[src/rtl/pipeline_stall_controller_pkg.sv]
// Shared state encodings and default sizing for the pipeline stall controller.
// Latency: n/a (declarations only).
// Backpressure: n/a (declarations only).
package pipeline_stall_controller_pkg;

   // Sequencer states
   typedef enum logic [1:0] {
      ST_RUN      = 2'd0,
      ST_MEM_WAIT = 2'd1,
      ST_HALT     = 2'd2
   } state_t;

   // Default frozen-cycle budget before halting, and default counter width
   localparam int DEF_TIMEOUT = 64;
   localparam int DEF_CNT_W   = 32;

   // Width of the internal frozen-cycle counter
   localparam int WAIT_W = 16;

endpackage

[src/rtl/pipeline_stall_controller_sat_counter.sv]
// Saturating event counter with synchronous reset and clear.
// Latency: count visible the cycle after the increment event.
// Backpressure: none; holds at all-ones instead of wrapping.
module sat_counter #(
   parameter int W = 8
) (
   input  logic         clk,
   input  logic         rst,
   input  logic         clr,
   input  logic         inc,
   output logic [W-1:0] count
);

   logic [W-1:0] r_count;

   // Clear wins over a coincident increment; stop at the maximum value
   always_ff @(posedge clk) begin
      if (rst || clr) begin
         r_count <= '0;
      end else if (inc && (r_count != {W{1'b1}})) begin
         r_count <= r_count + {{(W-1){1'b0}}, 1'b1};
      end
   end

   assign count = r_count;

endmodule

[src/rtl/pipeline_stall_controller.sv]
// Stall/flush sequencer: merges hazard, branch and memory handshake into per-stage controls.
// Latency: controls are combinational (same cycle); mem_timeout and counters are registered.
// Backpressure: an unfinished MEM access freezes the whole pipeline; a long wait halts until reset.
module pipeline_stall_controller
   import pipeline_stall_controller_pkg::*;
#(
   parameter int TIMEOUT = DEF_TIMEOUT,
   parameter int CNT_W   = DEF_CNT_W
) (
   input  logic             clk,
   input  logic             rst,
   input  logic             hazard_detected,
   input  logic             branch_taken,
   input  logic             mem_req,
   input  logic             mem_ready,
   input  logic             clr_cnt,
   output logic             freeze_front,
   output logic             bubble_exe,
   output logic             flush_if,
   output logic             freeze_all,
   output logic             mem_timeout,
   output logic [CNT_W-1:0] stall_cnt,
   output logic [CNT_W-1:0] flush_cnt,
   output logic [CNT_W-1:0] memwait_cnt
);

   localparam logic [WAIT_W-1:0] TIMEOUT_LIM = WAIT_W'(TIMEOUT);

   state_t            r_state;
   logic [WAIT_W-1:0] r_wait_cnt;
   logic              r_mem_timeout;

   logic w_freeze_all;
   logic w_freeze_front;
   logic w_bubble_exe;
   logic w_flush_if;

   // Priority: memory freeze, then hazard bubble, then branch flush; all quiet in reset
   always_comb begin
      w_freeze_all   = 1'b0;
      w_freeze_front = 1'b0;
      w_bubble_exe   = 1'b0;
      w_flush_if     = 1'b0;
      if (!rst) begin
         case (r_state)
            ST_RUN:      w_freeze_all = mem_req & ~mem_ready;
            ST_MEM_WAIT: w_freeze_all = ~mem_ready;
            ST_HALT:     w_freeze_all = 1'b1;
            default:     w_freeze_all = 1'b0;
         endcase
         if (!w_freeze_all) begin
            if (hazard_detected) begin
               // Branch operands are not valid yet, so a taken branch waits for the bubble
               w_freeze_front = 1'b1;
               w_bubble_exe   = 1'b1;
            end else if (branch_taken) begin
               w_flush_if = 1'b1;
            end
         end
      end
   end

   // Memory-wait sequencer with frozen-cycle watchdog and sticky timeout flag
   always_ff @(posedge clk) begin
      if (rst) begin
         r_state       <= ST_RUN;
         r_wait_cnt    <= '0;
         r_mem_timeout <= 1'b0;
      end else begin
         case (r_state)
            ST_RUN: begin
               if (mem_req && !mem_ready) begin
                  r_state    <= ST_MEM_WAIT;
                  r_wait_cnt <= {{(WAIT_W-1){1'b0}}, 1'b1};
               end
            end
            ST_MEM_WAIT: begin
               if (mem_ready) begin
                  r_state    <= ST_RUN;
                  r_wait_cnt <= '0;
               end else if (r_wait_cnt == TIMEOUT_LIM) begin
                  r_state       <= ST_HALT;
                  r_mem_timeout <= 1'b1;
               end else begin
                  r_wait_cnt <= r_wait_cnt + {{(WAIT_W-1){1'b0}}, 1'b1};
               end
            end
            ST_HALT: begin
               r_state       <= ST_HALT;
               r_mem_timeout <= 1'b1;
            end
            default: begin
               r_state    <= ST_RUN;
               r_wait_cnt <= '0;
            end
         endcase
      end
   end

   assign freeze_all   = w_freeze_all;
   assign freeze_front = w_freeze_front;
   assign bubble_exe   = w_bubble_exe;
   assign flush_if     = w_flush_if;
   assign mem_timeout  = r_mem_timeout;

   sat_counter #(.W(CNT_W)) u_stall_cnt (
      .clk   (clk),
      .rst   (rst),
      .clr   (clr_cnt),
      .inc   (w_bubble_exe),
      .count (stall_cnt)
   );

   sat_counter #(.W(CNT_W)) u_flush_cnt (
      .clk   (clk),
      .rst   (rst),
      .clr   (clr_cnt),
      .inc   (w_flush_if),
      .count (flush_cnt)
   );

   sat_counter #(.W(CNT_W)) u_memwait_cnt (
      .clk   (clk),
      .rst   (rst),
      .clr   (clr_cnt),
      .inc   (w_freeze_all),
      .count (memwait_cnt)
   );

endmodule

[config.mk]
export PLATFORM = sky130hd
export DESIGN_NAME = pipeline_stall_controller
export DESIGN_NICKNAME = d
export VERILOG_FILES = /design/src/rtl/pipeline_stall_controller_pkg.sv /design/src/rtl/pipeline_stall_controller_sat_counter.sv /design/src/rtl/pipeline_stall_controller.sv
export SDC_FILE = /design/constraint.sdc
export NUM_CORES = 1
export LEC_CHECK = 0
export ABC_CLOCK_PERIOD_IN_PS = 2700
export BUFFER_PORTS_ARGS = -buffer_cell sky130_fd_sc_hd__buf_2
export CORE_MARGIN = 2
export CORE_UTILIZATION = 58
export CTS_BUF_LIST = sky130_fd_sc_hd__clkbuf_8
export CTS_CLUSTER_DIAMETER = 150
export DETAILED_ROUTE_END_ITERATION = 12
export MAX_ROUTING_LAYER = met4
export PLACE_DENSITY = 0.82
export SETUP_SLACK_MARGIN = 0.15
export SLEW_MARGIN = 15
export SYNTH_ARGS = -nofsm -noshare
export SYNTH_HDL_FRONTEND = slang
export SYNTH_SLANG_ARGS = --single-unit
[constraint.sdc]
create_clock -name clk -period 2.7 [get_ports clk]
set_clock_uncertainty 0.2 [all_clocks]
set_input_delay 0.135 -clock clk [delete_from_list [all_inputs] [get_ports clk]]
set_output_delay 0.135 -clock clk [all_outputs]
set_load 0.01 [all_outputs]
==> impl_results.rst <==
.. list-table::
   :header-rows: 1

   * - Metric
     - Value
   * - Share of total power consumed by net switching
     - 24.05%
   * - Via density per instance
     - 6.376
   * - CTS H-Tree Depth
     - 4
   * - Leading cell types in the layout, fill and taps excluded
     - sky130_fd_sc_hd__dfxtp_1, sky130_fd_sc_hd__buf_2, sky130_fd_sc_hd__a21oi_1
   * - TritonCTS clock tree
     - built
   * - Crit start category
     - register
   * - Number of antenna cells inserted
     - 0
   * - Starting density of the core
     - 59.07%
   * - DRT antenna net count
     - 0
   * - Aggregate negative setup slack
     - 0 ns
   * - Async set or reset register ratio after synthesis
     - 0%
   * - Post-Route Utilization
     - 71.42%
   * - Status
     - completed
   * - Net count of the mapped netlist
     - 744
   * - Antenna violations before repair
     - 0
   * - Die boundary height
     - 106.1 um
   * - Total clock buffers created by CTS
     - 17
   * - Final Hold Violating Endpoints
     - 0
   * - Combinational Power Share
     - 3.7%
   * - Crit path arrival time
     - 2.79 ns
   * - Iteration-0 DRC count of the detailed router
     - 447
   * - Buffer and inverter count on the worst path
     - 1
   * - Leading register cell type out of synthesis
     - sky130_fd_sc_hd__dfxtp_1
   * - Master of the slowest instance on the critical path
     - sky130_fd_sc_hd__or4_1
   * - Final wirelength
     - 16.31 mm
   * - Max FO, Critical Path
     - 7
   * - Endpoint kind of the worst setup timing path
     - register
   * - Hpwl dp
     - 11.42 mm
   * - List of cells traversed by the critical path
     - ha_4 -> nand4_2 -> or3_4 -> or3_4 -> buf_6 -> or4_1 -> a21oi_1
   * - Via count of the first global-routing pass
     - 5,618
   * - Startpoint-to-endpoint class of the critical path
     - register to register
   * - Buffer type at the clock tree root
     - sky130_fd_sc_hd__clkbuf_8
   * - Netlist area before placement
     - 6043 um2
   * - RD Place Congestion
     - 0.8286
   * - Post-Synthesis Mean Instance Area
     - 8.256 um2
   * - Synth Instances
     - 732
   * - Achievable clock frequency
     - 380.0 MHz
   * - Internal portion of total power
     - 2574 uW
   * - Clock latency on the worst-skew pair
     - 0.45 ns
   * - Wire length of the first global-routing pass
     - 25.80 mm
   * - Slew at the pin with the worst max-slew slack
     - 0.7651 ns
   * - RSZ-0062 raised after global routing
     - true
   * - Drc violations
     - 0
   * - Detailed-router iteration count before antenna repair
     - 5
   * - Floorplan die area
     - 11,250 um2
   * - Remaining max-slew budget at the tightest pin
     - 48.99%
   * - Min cycle time layout
     - 2.631 ns
   * - Final worst-path cycle share
     - 97.46%
   * - Core Region
     - 10,230 um2
   * - Fraction of final layout cells sized beyond drive strength 1
     - 23.99%
   * - WL/cell
     - 16.32 um
   * - Die width
     - 106.1 um
   * - Flops & latches, synth
     - 115
   * - Static power due to leakage
     - 0.002512 uW
   * - Number of nets at the end of the flow
     - 862
   * - Clock slew at the register clock pins of the worst setup and hold paths
     - 0.07 ns
   * - Portion of total power attributed to sequential cells
     - 50.3%
   * - Synth cell types
     - 56
   * - Clock Path Buffers
     - 2
   * - Hold WC Path Type
     - primary input to register
   * - Max-capacitance violation count
     - 0
   * - Via count
     - 6,370
   * - Sw power
     - 814.9 uW
   * - CTS sink cnt
     - 115
   * - Leading area contributor after synthesis
     - sky130_fd_sc_hd__dfxtp_1
   * - Site row count
     - 37
   * - Final global-route overflow total
     - 0
   * - Number of setup violations in the final report
     - 0
   * - Data required time at the worst endpoint
     - 2.86 ns
   * - Clk network pwr share
     - 46.0%
   * - Area overhead of the layout relative to synthesis
     - 20.91%
   * - Part of the Yosys area used for sequential elements
     - 38.10%
   * - Count of flip-flops with a built-in enable after synthesis
     - 0
   * - Power per cell area
     - 463.8 nW/um2
   * - Number of warnings printed during yosys synthesis
     - 0
   * - Max VDD drop
     - 0.0002889 V
   * - Final slew viol count
     - 0
   * - Worst stage delay on the critical path
     - 0.50 ns
   * - Largest net degree at the start of global routing
     - 38
   * - Number of I/O pins
     - 108
   * - Top cell family by delay on the critical path
     - simple AND/OR/NAND/NOR gates
   * - Synth top area cells
     - sky130_fd_sc_hd__dfxtp_1, sky130_fd_sc_hd__a21oi_1, sky130_fd_sc_hd__or4_1, sky130_fd_sc_hd__o31ai_1, sky130_fd_sc_hd__or3_1
   * - # port buffers
     - 107
   * - Post-Route Hold Slack
     - 0.07237 ns
   * - Global-route total usage across every layer
     - 28.94%
   * - Commonest non-fill, non-tap cell in the layout
     - sky130_fd_sc_hd__dfxtp_1
   * - Most prevalent standard cell on the critical path
     - sky130_fd_sc_hd__or3_4
   * - Share of the synthesized area in the top cell type
     - 38.10%
cell families (layout without fill, tap and decap cells):
| family | after synthesis | count (layout) | share of synthesized area [%] |
|---|---|---|---|
| AOI/OAI and AO/OA | 176 | 176 | 18.36 |
| xor gates and xnor gates | 14 | 14 | 2.029 |
| adders and majority gates | 5 | 5 | 1.035 |
| buffers and inverters | 61 | 192 | 4.099 |
| DFF | 115 | 115 | 38.10 |
| muxes | 17 | 17 | 2.816 |
| and+or+nand+nor | 344 | 344 | 33.56 |
sequential cells by signal (all words and copies together) (netlist names):
register and count:
mem_timeout 1, r_state 2, r_wait_cnt 16, u_flush_cnt.count 32, u_memwait_cnt.count 32, u_stall_cnt.count 32
metal layers:
| layer | GRT usage [%] | vias to the layer above | share of wire, % |
|---|---|---|---|
| met4 | 13.16 | 0 | 2.3 |
| li1 | - | 3062 | - |
| met3 | 6.499 | 42 | 6.3 |
| met1 | 34.09 | 3014 | 42 |
| met2 | 47.37 | 252 | 49 |
| met5 | - | - | 0 |
worst min-delay path, stage by stage:
cell,delay (ns)
sky130_fd_sc_hd__buf_2,0.12
sky130_fd_sc_hd__nand2b_1,0.13
sky130_fd_sc_hd__a2111oi_4,0.09
sky130_fd_sc_hd__nand3_1,0.11
sky130_fd_sc_hd__o31ai_1,0.08
power by group through the flow:
| stage | Sequential, uW | Combinational [uW] | Clock, uW |
|---|---|---|---|
| after floorplan | 1740 | 77.4 | 0 |
| after global placement | 1740 | 117 | 0 |
| after detailed placement | 1740 | 119 | 0 |
| after CTS | 1700 | 124 | 1570 |
| after global routing | 1700 | 140 | 1650 |
| final | 1700 | 127 | 1560 |
path summary, 6_finish.rpt:
check                                            start                       to  slack (ns)  cells past startpoint
worst max-delay path            u_memwait_cnt.count[0]  u_memwait_cnt.count[12]        0.07                      7
worst min-delay path                   hazard_detected    u_stall_cnt.count[15]        0.07                      5
worst max register to register  u_memwait_cnt.count[0]  u_memwait_cnt.count[12]        0.07                      7
worst min register to register             mem_timeout              mem_timeout        0.25                      2
synthesized netlist by cell type, types with 12 or more instances:
cell type,count
sky130_fd_sc_hd__and4_1,15
sky130_fd_sc_hd__or3_1,44
sky130_fd_sc_hd__o21ai_0,27
sky130_fd_sc_hd__dfxtp_1,115
sky130_fd_sc_hd__o31ai_1,46
sky130_fd_sc_hd__mux2i_1,17
sky130_fd_sc_hd__nor3_1,12
sky130_fd_sc_hd__clkbuf_1,30
sky130_fd_sc_hd__or4_1,48
sky130_fd_sc_hd__nand2_1,65
sky130_fd_sc_hd__nand3_1,37
sky130_fd_sc_hd__nand4_1,33
sky130_fd_sc_hd__nor2_1,31
sky130_fd_sc_hd__nor4_1,15
sky130_fd_sc_hd__a21oi_1,74
sky130_fd_sc_hd__inv_1,19
stage by stage:
| step | cell area, um2 | instances | power, uW | setup slack [ns] |
|---|---|---|---|---|
| floorplan | 6043 | 732 | 1820 | 0.1514 |
| global placement | 6799 | 962 | 1859 | 0.2515 |
| detailed placement | 6799 | 962 | 1863 | 0.1025 |
| CTS | 7226 | 997 | 3398 | 0.1485 |
| global route | 7307 | 999 | 3492 | 0.03827 |
| finish | 7307 | 999 | 3389 | 0.06865 |
area by class of cell:
cell class | instances | area [um2]
clock buffer | 18 | 247.7
inverter | 19 | 71.32
fill | 812 | 2924
multi-input combinational | 556 | 3566
timing repair buffer | 141 | 802.0
tap | 136 | 170.2
clock inverter | 14 | 138.9
sequential | 115 | 2311
repair_timing:
| item | CTS | global route |
|---|---|---|
| setup endpoints to repair | 4 | 23 |
| hold endpoints to repair | 4 | 0 |
| buffers inserted | 0 | 2 |
| hold buffers | 3 | 0 |
| resized for setup | 3 | 18 |
| pin swaps | 0 | 3 |
Note: power is estimated with default switching activity, not from simulation.
